===== src/rtl/baccarat_pkg.sv =====
// Shared card types and scoring helpers for the baccarat datapath and statemachine.
package baccarat_pkg;

  typedef logic [3:0] card_t;

  localparam card_t CARD_EMPTY = 4'd0;
  localparam card_t CARD_MIN   = 4'd1;
  localparam card_t CARD_MAX   = 4'd13;

  // Win-light pair {player_win_light, dealer_win_light}
  typedef enum logic [1:0] {
    ResNone   = 2'b00,
    ResDealer = 2'b01,
    ResPlayer = 2'b10,
    ResTie    = 2'b11
  } result_e;

  // Face cards, tens and the empty slot are worth nothing.
  function automatic logic [3:0] card_value(input card_t card);
    return (card >= CARD_MIN && card <= 4'd9) ? card : 4'd0;
  endfunction

  function automatic logic [3:0] hand_score(input card_t c1, input card_t c2, input card_t c3);
    logic [4:0] sum;
    sum = {1'b0, card_value(c1)} + {1'b0, card_value(c2)} + {1'b0, card_value(c3)};
    // sum is at most 27, so two conditional subtractions implement mod 10
    if (sum >= 5'd20) begin
      sum = sum - 5'd20;
    end else if (sum >= 5'd10) begin
      sum = sum - 5'd10;
    end
    return sum[3:0];
  endfunction

endpackage


===== src/rtl/dealcard.sv =====
// Free-running card source: cycles 1..13 on every clock edge, never produces an empty code.
module dealcard
  import baccarat_pkg::*;
#(
  parameter int unsigned CARD_SEED = 1
) (
  input  logic  slow_clock,
  input  logic  resetb,
  output card_t new_card
);

  // An illegal seed would otherwise let the counter emit 0 or 14/15.
  localparam card_t SeedCard = (CARD_SEED >= 1 && CARD_SEED <= 13) ? card_t'(CARD_SEED)
                                                                   : CARD_MIN;

  card_t card_q;

  always_ff @(posedge slow_clock or negedge resetb) begin
    if (!resetb) begin
      card_q <= SeedCard;
    end else if (card_q == CARD_MAX) begin
      card_q <= CARD_MIN;
    end else begin
      card_q <= card_q + 4'd1;
    end
  end

  assign new_card = card_q;

endmodule


===== src/rtl/card_datapath.sv =====
// Baccarat datapath: hand registers loaded from the card source, hand scores, and round tallies
// derived from the statemachine's win lights.
module card_datapath
  import baccarat_pkg::*;
#(
  parameter int unsigned TALLY_W   = 8,
  parameter int unsigned CARD_SEED = 1
) (
  input  logic               slow_clock,
  input  logic               resetb,
  input  logic               load_pcard1,
  input  logic               load_pcard2,
  input  logic               load_pcard3,
  input  logic               load_dcard1,
  input  logic               load_dcard2,
  input  logic               load_dcard3,
  input  logic               player_win_light,
  input  logic               dealer_win_light,
  output logic [3:0]         pcard1,
  output logic [3:0]         pcard2,
  output logic [3:0]         pcard3,
  output logic [3:0]         dcard1,
  output logic [3:0]         dcard2,
  output logic [3:0]         dcard3,
  output logic [3:0]         pscore,
  output logic [3:0]         dscore,
  output logic [TALLY_W-1:0] player_wins,
  output logic [TALLY_W-1:0] dealer_wins,
  output logic [TALLY_W-1:0] ties
);

  card_t       new_card;
  card_t       slot_q [6];
  logic  [5:0] load;

  dealcard #(
    .CARD_SEED (CARD_SEED)
  ) u_dealcard (
    .slow_clock (slow_clock),
    .resetb     (resetb),
    .new_card   (new_card)
  );

  // Slots 0..2 are player cards 1..3, slots 3..5 dealer cards 1..3.
  assign load = {load_dcard3, load_dcard2, load_dcard1, load_pcard3, load_pcard2, load_pcard1};

  // Simultaneous strobes all capture the same card; no priority between slots.
  always_ff @(posedge slow_clock or negedge resetb) begin
    if (!resetb) begin
      for (int i = 0; i < 6; i++) begin
        slot_q[i] <= CARD_EMPTY;
      end
    end else begin
      for (int i = 0; i < 6; i++) begin
        if (load[i]) begin
          slot_q[i] <= new_card;
        end
      end
    end
  end

  assign pcard1 = slot_q[0];
  assign pcard2 = slot_q[1];
  assign pcard3 = slot_q[2];
  assign dcard1 = slot_q[3];
  assign dcard2 = slot_q[4];
  assign dcard3 = slot_q[5];

  assign pscore = hand_score(slot_q[0], slot_q[1], slot_q[2]);
  assign dscore = hand_score(slot_q[3], slot_q[4], slot_q[5]);

  result_e            result;
  result_e            prev_result_q;
  logic [TALLY_W-1:0] player_wins_q;
  logic [TALLY_W-1:0] dealer_wins_q;
  logic [TALLY_W-1:0] ties_q;

  assign result = result_e'({player_win_light, dealer_win_light});

  // A round is counted only on the rising edge out of the all-dark state, so lights that stay
  // lit or change colour without going dark are counted once.
  always_ff @(posedge slow_clock or negedge resetb) begin
    if (!resetb) begin
      prev_result_q <= ResNone;
      player_wins_q <= '0;
      dealer_wins_q <= '0;
      ties_q        <= '0;
    end else begin
      prev_result_q <= result;
      if (prev_result_q == ResNone) begin
        unique case (result)
          ResPlayer: if (player_wins_q != '1) player_wins_q <= player_wins_q + TALLY_W'(1);
          ResDealer: if (dealer_wins_q != '1) dealer_wins_q <= dealer_wins_q + TALLY_W'(1);
          ResTie:    if (ties_q != '1)        ties_q        <= ties_q + TALLY_W'(1);
          ResNone:   ;
        endcase
      end
    end
  end

  assign player_wins = player_wins_q;
  assign dealer_wins = dealer_wins_q;
  assign ties        = ties_q;

endmodule


===== config.mk =====
export PLATFORM = sky130hd
export DESIGN_NAME = card_datapath
export DESIGN_NICKNAME = d
export VERILOG_FILES = /design/src/rtl/baccarat_pkg.sv /design/src/rtl/dealcard.sv /design/src/rtl/card_datapath.sv
export SDC_FILE = /design/constraint.sdc
export NUM_CORES = 1
export LEC_CHECK = 0
export CAP_MARGIN = 20
export CORE_MARGIN = 3
export CORE_UTILIZATION = 45
export DETAILED_ROUTE_END_ITERATION = 10
export DONT_BUFFER_PORTS = 1
export GPL_TIMING_DRIVEN = 0
export PLACE_DENSITY = 0.61
export REMOVE_ABC_BUFFERS = 1
export SLEW_MARGIN = 20
export SYNTH_ARGS = -nofsm -noshare
export SYNTH_HDL_FRONTEND = slang
export SYNTH_SLANG_ARGS = --single-unit

===== constraint.sdc =====
create_clock -name slow_clock -period 5.4 [get_ports slow_clock]
set_input_delay 0.54 -clock slow_clock [delete_from_list [all_inputs] [get_ports slow_clock]]
set_output_delay 0.54 -clock slow_clock [all_outputs]
set_load 0.005 [all_outputs]

# After elaboration in Yosys (flattened, before gate mapping)
# Cells that the tools add are included.
[totals]
regBits = 54
latch_bits = 0
ram_bits = 0
romBits = 0
in_bits = 10
output_inout_bits = 56
wordCells = 67
memories = 0
[op_classes]
addsub = 12
multipliers = 0
div_mod_pow = 0
magnitude_cmp = 16
eq_ne = 7
shifts = 0
mux = 11
bitwise_logic = 0
n_reduce_logical = 10
[ops]
columns = ["cell", "n"]
rows = [
  ["4-bit 2-to-1 mux", 11],
  ["8-bit by 1-bit adder with 8-bit output (second input constant)", 3],
  ["4-bit by 1-bit greater-or-equal comparator with 1-bit output (second input constant)", 6],
  ["4-bit <= comparator (second input constant)", 6],
  ["8-bit inequality test (second input constant)", 3],
  ["4-bit by 4-bit adder with 5-bit output", 2],
  ["5-bit by 4-bit adder with 5-bit output", 2],
  ["5-bit by 4-bit greater-or-equal comparator with 1-bit output (second input constant)", 2],
  ["5-bit greater-or-equal comparator (second input constant)", 2],
  ["3-bit AND reduction", 3],
  ["4-bit by 3-bit subtractor with 4-bit output (second input constant)", 2],
  ["4-bit subtractor (second input constant)", 2],
  ["1-bit logical AND", 6],
  ["4-bit by 1-bit adder with 4-bit output (second input constant)", 1],
  ["2-bit == test (second input constant)", 2],
  ["4-bit == test (second input constant)", 1],
  ["2-bit by 1-bit == test with 1-bit output (second input constant)", 1],
  ["2-bit zero test", 1],
]

# Longest topological paths before layout
# Gate-level depths: netlist (run 1).
[depth]
depth_word = 8
ltp_mapped = 12
depth_no_buf = 12

# Hierarchy
# Synthesis (run 1) repeated with hierarchy kept, for this count alone.
[unflattened]
cells_unflattened = 282
hier_area_um2 = 3201.8
[by_module_without_submodules]
columns = ["mod", "n_inst", "cells_per_inst", "area_each_um2", "seq_area_each_um2"]
rows = [
  ["card_datapath", 1, 268, 3032.9, 1251.2],
  ["dealcard", 1, 14, 168.9, 101.3],
]

# Worst setup path after synthesis (run 1)
# No wires, ideal clock.
[synth_path]
path_kind = "reg2out"
from = "reg slot_q, in the netlist dcard1[3]"
to = "out dscore[1]"
arrival_ns = 3.077
required_ns = 4.860
path_slack_ns = 1.783
stages_incl_launch_ff = 13
n_path_buf = 0
path_cell_list = "dfrtp_1 -> o21ai_0 -> and2_1 -> fa_1 -> ha_1 -> fa_1 -> xor2_1 -> inv_1 -> ha_1 -> nor3b_1 -> or4_1 -> a211o_1 -> o211ai_1"
[synth_between]
elab_chain_len = 8
elab_cells_between_ends = 12
classes_between = "4 x add/sub; 4 x order compare; 3 x mux; 1 x reduce/logical"
[synth_lines]
columns = ["element", "line_no", "source"]
rows = [
  ["from (decl)", "card_datapath.sv:33", "card_t slot_q [6];"],
  ["from (signal, indexed assignment)", "card_datapath.sv:56", "slot_q[i] <= new_card;"],
  ["4-bit by 1-bit greater-or-equal comparator with 1-bit output or 4-bit <= comparator (tied branches)", "baccarat_pkg.sv:20", "return (card >= CARD_MIN && card <= 4'd9) ? card : 4'd0;"],
  ["1-bit logical AND", "baccarat_pkg.sv:20", ""],
  ["4-bit 2-to-1 mux *", "baccarat_pkg.sv:20", ""],
  ["4-bit by 4-bit adder with 5-bit output *", "baccarat_pkg.sv:25", "sum = {1'b0, card_value(c1)} + {1'b0, card_value(c2)} + {1'b0, card_value(c3)};"],
  ["5-bit by 4-bit adder with 5-bit output *", "baccarat_pkg.sv:25", ""],
  ["4-bit subtractor or 5-bit by 4-bit greater-or-equal comparator with 1-bit output (tied branches)", "baccarat_pkg.sv:30, baccarat_pkg.sv:29", ""],
  ["4-bit 2-to-1 mux", "baccarat_pkg.sv:29", "end else if (sum >= 5'd10) begin"],
  ["4-bit 2-to-1 mux *", "baccarat_pkg.sv:27", "if (sum >= 5'd20) begin"],
  ["to (decl)", "card_datapath.sv:26", "output logic [3:0] dscore,"],
]
# Mark *: on every way between the ends. The rest lies on a longest branch, timed or not.

# Worst setup path in the final report (run 1)
# Same ends and word-level chain as after synthesis.

==> metrics, run 1 <==
die area=0.00794 mm²; final wirelength=6050 µm; pin count of the biggest net entering global routing=54; Synth Area in Compound Gates=0.0897; layout cells sized above 1=0.150; Startpoint Class=flop; io pins=66; Clk network pwr share=0.222; Synth async-reset ratio=1.00; Post-Synth Simple-Gate Area=0.155; vias in the first global route=2172; # rows=29; Worst Setup End Kind=primary output; Clock Path Buffers=2; DR vias/cell=5.78; # Post-CTS Setup Buffers=0; worst path required time=4.86 ns; YS warnings=0; pre-CTS setup slack=1.44 ns; final setup violation count=0; Max Clk Rate=0.233 GHz; worst skew pair latency=0.30 ns; Root Buffer Master=clkbuf_8; XOR/XNOR Fraction of Synth Area=0.0648; Pins Over Slew Limit=0; Clock Skew=0.00854 ns; overall power=1.03 mW; fin crit period=4.28 ns; power per standard cell area=313 mW/mm²; DRC errors left=0; # Max-Cap Violations=0; Post-Syn Area=0.00311 mm²; I/O Buffers=0; largest family of logic cells by synthesized area=simple AND/OR/NAND/NOR gates; DRT iter0 DRCs=57; Fin Setup TNS=0 ns; Synth Area in Adders=0.125; critical path type=reg2out; Worst IR Drop VDD=0.183 mV; H-tree Lvls=2; combinational power share=0.263; Mean Syn Cell Area=11.3 µm²; TritonCTS Sinks=54; number of nets in the layout=314; first-pass GRT wire length=10300 µm; fill count=630; wire per inst=16.9 µm; final worst slack=1.12 ns; most common cell after layout, fill and taps aside=dfrtp_1; Least-Margin Pin Slew=0.641 ns; Final ANT Viol Nets=0; Critical Path AT=3.74 ns; TritonRoute pass-1 iters=4; Hold Path Class=in2async; Syn Inst Count=276; number of diodes=0; Seq/Total Area, Yosys=0.435; LEAKAGE=1.48 nW; outcome=completed; routed via count=2063; Post-synth EDFFs=0; post-CTS resize count=0; Die X=89.1 µm; fraction of the cycle the final worst path needs=0.793; worst hold slack=0.0730 ns; overflow left after global routing=0; post-synthesis mux area share=0.111; area delta synth->final=6.40%; core area=0.00653 mm²; Seq pwr share=0.516; most frequent cells in the layout=53 x dfrtp_1, 28 x mux2_2, 16 x xor2_1; CTS tree=yes; Most used DFF post-synth=dfrtp_1; P_int=0.678 mW; CTS Buf Count=5; Psw=0.355 mW; Initial Utilization=0.476; gr usage total=0.165; flops & latches, synth=54; Worst Path Max Fanout=6; Routability Congestion=0.754; unrepaired setup endpoints after global routing=no; initial antenna violation count=0; Fin. Hold Viols=0; Post-DP HPWL=4470 µm; switching part of the total=0.344; CTS clock-pin slew for the worst setup and hold paths=0.10 ns; Cell variety after synth=43; Die H=89.1 µm; relative slew slack=0.570
-- cells in the mapped netlist (2+ instances only) --
cell type	instances	share of area
dfrtp_1	53	0.43
mux2_2	28	0.10
xor2_1	16	0.045
ha_1	15	0.060
o21ai_0	14	0.023
nand2_1	13	0.016
nor2_1	12	0.014
nor2b_1	12	0.024
inv_1	11	0.013
nand3_1	11	0.018
fa_1	10	0.064
and2_1	7	0.014
nor3b_1	7	0.017
xnor2_1	7	0.020
a21oi_1	6	0.0097
nor3_1	6	0.0097
clkbuf_1	5	0.0060
and3_1	4	0.0080
nand4_1	4	0.0080
mux2i_1	3	0.0097
nand2b_1	3	0.0060
o211ai_1	3	0.0072
a211o_1	2	0.0056
a21o_1	2	0.0048
o21ai_1	2	0.0032
o311ai_0	2	0.0056
o41ai_1	2	0.0056
-- kinds of logic after synthesis --
logic type | count (synthesis)
flip-flops | 54
XOR/XNOR | 23
multiplexers | 31
adder cells (fa/ha/maj) | 25
AND/OR/NAND/NOR | 86
buffers and inverters | 16
AO/OA/AOI/OAI | 41
-- cell type report --
class / instances / area [µm²] / area share
Tap cell: 77 / 96.3 / 0.0291
Multi-Input combinational cell: 206 / 1700 / 0.513
Clock buffer: 5 / 68.8 / 0.0208
Timing Repair Buffer: 1 / 27.5 / 0.00832
Clock inverter: 3 / 25.0 / 0.00756
Inverter: 11 / 41.3 / 0.0125
Sequential cell: 54 / 1350 / 0.409
-- worst paths after layout --
check | start | end | slack, ns | cells after the start
hold / removal | resetb | ties[0] | 0.07 | 1
setup / recovery | dcard1[3] | dscore[1] | 1.12 | 12
max in group asynchronous | resetb | player_wins[0] | 5.09 | 1
setup reg to reg | player_wins[0] | player_wins[1] | 3.57 | 4
min in group slow_clock | player_win_light | prev_result_q[1] | 0.26 | 0
hold reg to reg | dealer_wins[6] | dealer_wins[6] | 0.53 | 1
-- power by group through the flow --
stage / Combinational (mW) / Sequential, mW / Clock (mW)
2_1_floorplan: 0.217 / 0.522 / 0
3_3_place_gp: 0.251 / 0.541 / 0
3_5_place_dp: 0.263 / 0.543 / 0
4_1_cts: 0.275 / 0.535 / 0.243
5_1_grt: 0.308 / 0.548 / 0.259
6_report: 0.272 / 0.533 / 0.229
-- critical path: stages (launching register included) --
cell	delay [ns]
dfrtp_1	0.47
o21ai_0	0.11
and2_1	0.20
fa_1	0.43
ha_1	0.22
fa_1	0.38
xor2_1	0.31
inv_1	0.15
ha_1	0.20
nor3b_1	0.16
or4_1	0.41
a211o_1	0.31
o211ai_1	0.10
-- metal layers --
metal	part of all wire	track usage	wire (µm)	vias up
met5	0	0	0	-
met4	0.016	0.0460	94	0
met3	0.077	0.0599	464	9
met2	0.50	0.285	3050	55
met1	0.40	0.194	2440	1016
li1	-	-	-	983
-- metrics by stage --
step,util,area [µm²],std cells
after global routing,0.507,3310,357
after detailed placement,0.488,3190,348
after CTS,0.507,3310,357
final,0.507,3310,357
after floorplan,-,3090,271
after global placement,0.488,3190,348
-- timing repair --
item                                    4_1_cts  5_1_grt
hold buffers                                  1        0
endpoints found under the hold margin        53        0
endpoints found under the setup margin        0        0
Note: power is estimated with default switching activity, not from simulation.
==> inputs of run 2 (changes only) <==
==> constraint.sdc (replaced) <==
create_clock -name slow_clock -period 4.5 [get_ports slow_clock]
set_input_delay 0.45 -clock slow_clock [delete_from_list [all_inputs] [get_ports slow_clock]]
set_output_delay 0.45 -clock slow_clock [all_outputs]
set_load 0.005 [all_outputs]
==> metrics, run 2 (synthesis gave the netlist of run 1 again) <==
Worst R2R Start=player_wins[0]; Die H=89.1 µm (unchanged); worst path required time=4.05 ns (-0.81 ns); crit-path cells=o21ai_0, and2_1, fa_1, ha_1, fa_1, xor2_1, inv_1, ha_1, nor3b_1, or4_1, a211o_1, o211ai_1; DR vias/cell=5.75 (-0.52%); area delta synth->final=6.72%; Fin Setup TNS=0 ns (unchanged); Root Buffer Master=clkbuf_8; Die X=89.1 µm (unchanged); core area=0.00653 mm² (unchanged); overall power=1.24 mW (+20%); Post-DP HPWL=4470 µm (unchanged); LEAKAGE=1.49 nW (+0.28%); # Max-Cap Violations=0 (unchanged); # rows=29 (unchanged); I/O Buffers=0 (unchanged); pre-CTS setup slack=0.633 ns (-0.810 ns); final wirelength=6000 µm (-0.81%); final instance area=0.00332 mm² (+0.30%); H-tree Lvls=2 (unchanged); Max Clk Rate=0.238 GHz; final setup violation count=0 (unchanged); power per standard cell area=374 mW/mm² (+20%); post-CTS resize count=0 (unchanged); worst hold slack=0.167 ns (+0.0939 ns); worst skew pair latency=0.30 ns (about the same); cell family with most CP delay=adder cells; buffers and inverters on the worst path=1 (unchanged); Hold Path Class=in2reg; die area=0.00794 mm² (unchanged); CTS clock-pin slew for the worst setup and hold paths=0.10 ns (about the same); CP max stage delay=0.47 ns (about the same); Worst IR Drop VDD=0.219 mV (+20%); critical path type=reg2out; Slowest-stage cell, CP=dfrtp_1; Crit Reg-Reg Endpoint=player_wins[1]; Least-Margin Pin Slew=0.638 ns (-0.00313 ns); DRC errors left=0 (unchanged); vias in the first global route=2180 (+0.37%); R2R setup slack=2.67 ns (-0.90 ns); DRT iter0 DRCs=63 (+11%); layout cells sized above 1=0.149 (-0.000534); hold path cells=0; fin crit period=4.19 ns; Clock Path Buffers=2 (unchanged); TritonCTS Sinks=54 (unchanged); Startpoint Class=flop; relative slew slack=0.572 (+0.00210); Worst Setup End Kind=primary output; pin count of the biggest net entering global routing=55 (+1.9%); Initial Utilization=0.476 (unchanged); most common cell after layout, fill and taps aside=dfrtp_1; final worst slack=0.307 ns (-0.810 ns); Pins Over Slew Limit=0 (unchanged); Fin. Hold Viols=0 (unchanged); HP Start=player_win_light; Worst Path Max Fanout=6 (unchanged); unrepaired setup endpoints after global routing=no; io pins=66 (unchanged); post-place instance area=0.00319 mm² (unchanged); initial antenna violation count=0 (unchanged); Critical Path AT=3.74 ns (about the same); overflow left after global routing=0 (unchanged); first-pass GRT wire length=10200 µm (-0.20%); routed via count=2058 (-0.24%); CTS Buf Count=5 (unchanged); number of nets in the layout=315 (+0.32%); Hold Path End=prev_result_q[1]; most frequent cells in the layout=53 x dfrtp_1, 28 x mux2_2, 16 x xor2_1; Clock Skew=0.00956 ns (+0.00102 ns); fraction of the cycle the final worst path needs=0.932; fill count=629 (-0.16%); Final ANT Viol Nets=0 (unchanged); number of diodes=0 (unchanged); CTS tree=yes; TritonRoute pass-1 iters=4 (unchanged); wire per inst=16.8 µm (-1.1%); worst r2r path cells=4 (unchanged); outcome=completed; # Post-CTS Setup Buffers=0 (unchanged); gr usage total=0.164 (-0.000967); Routability Congestion=0.754 (unchanged)
[run 2: changes by cell type in the layout (fill, tap and decap cells not counted), sizes merged]
cell	previous run	this run
dlygate4sd3	0	1
[run 2: worst max path at each step]
| stage | start | end | slack [ns] | cells past startpoint |
|---|---|---|---|---|
| after CTS | dcard1[3] | dscore[1] | 0.28 | 12 |
| after global routing | dcard1[3] | dscore[1] | 0.07 | 12 |
| final | dcard1[3] | dscore[1] | 0.31 | 12 |
| after global placement | dcard1[3] | dscore[1] | 0.71 | 12 |
| after detailed placement | dcard1[3] | dscore[1] | 0.63 | 12 |
| after floorplan | dcard1[3] | dscore[1] | 0.97 | 12 |
[run 2: what timing repair did]
| action | CTS | global route |
|---|---|---|
| endpoints found under the hold margin | 54 | 0 |
| endpoints found under the setup margin | 0 | 0 |
| hold buffers | 2 | 0 |
[run 2: per-layer routing]
layer | vias up | routed length [µm] | GRT usage
met5 | - | 0 | 0
met4 | 0 | 94 | 0.0460
met3 | 9 | 461 | 0.0599
met2 | 51 | 3020 | 0.283
met1 | 1012 | 2420 | 0.192
li1 | 986 | - | -
[run 2: layout make-up]
| class | instances | area, µm² | share of cell area |
|---|---|---|---|
| clock buffers | 5 | 68.8 | 0.0207 |
| clock inverters | 3 | 25.0 | 0.00754 |
| inverters | 11 | 41.3 | 0.0124 |
| multi-input cells | 206 | 1700 | 0.511 |
| flip-flops and latches | 54 | 1350 | 0.408 |
| well taps | 77 | 96.3 | 0.0290 |
| repair buffers | 2 | 37.5 | 0.0113 |
[run 2: metrics by stage]
| stage | cells | util |
|---|---|---|
| finish | 358 | 0.508 |
| global route | 358 | 0.508 |
| CTS | 358 | 0.508 |
| detailed placement | 348 | 0.488 |
| global placement | 348 | 0.488 |
| floorplan | 271 | - |
[run 2: power breakdown]
part	internal, mW	leakage (nW)	switching (mW)
combinational	0.156	0.773	0.172
sequential	0.547	0.668	0.0931
clock	0.113	0.0447	0.163
total	0.815	1.49	0.427
==> inputs of run 3 (changes only) <==
--- a/config.mk
+++ b/config.mk
@@ -5,7 +5,7 @@
 export SDC_FILE = /design/constraint.sdc
 export NUM_CORES = 1
 export LEC_CHECK = 0
-export CAP_MARGIN = 20
+export ABC_CLOCK_PERIOD_IN_PS = 4500
 export CORE_MARGIN = 3
 export CORE_UTILIZATION = 45
 export DETAILED_ROUTE_END_ITERATION = 10
==> results of run 3 <==
The final DEF is identical to that of run 2; final timing and power are the same.
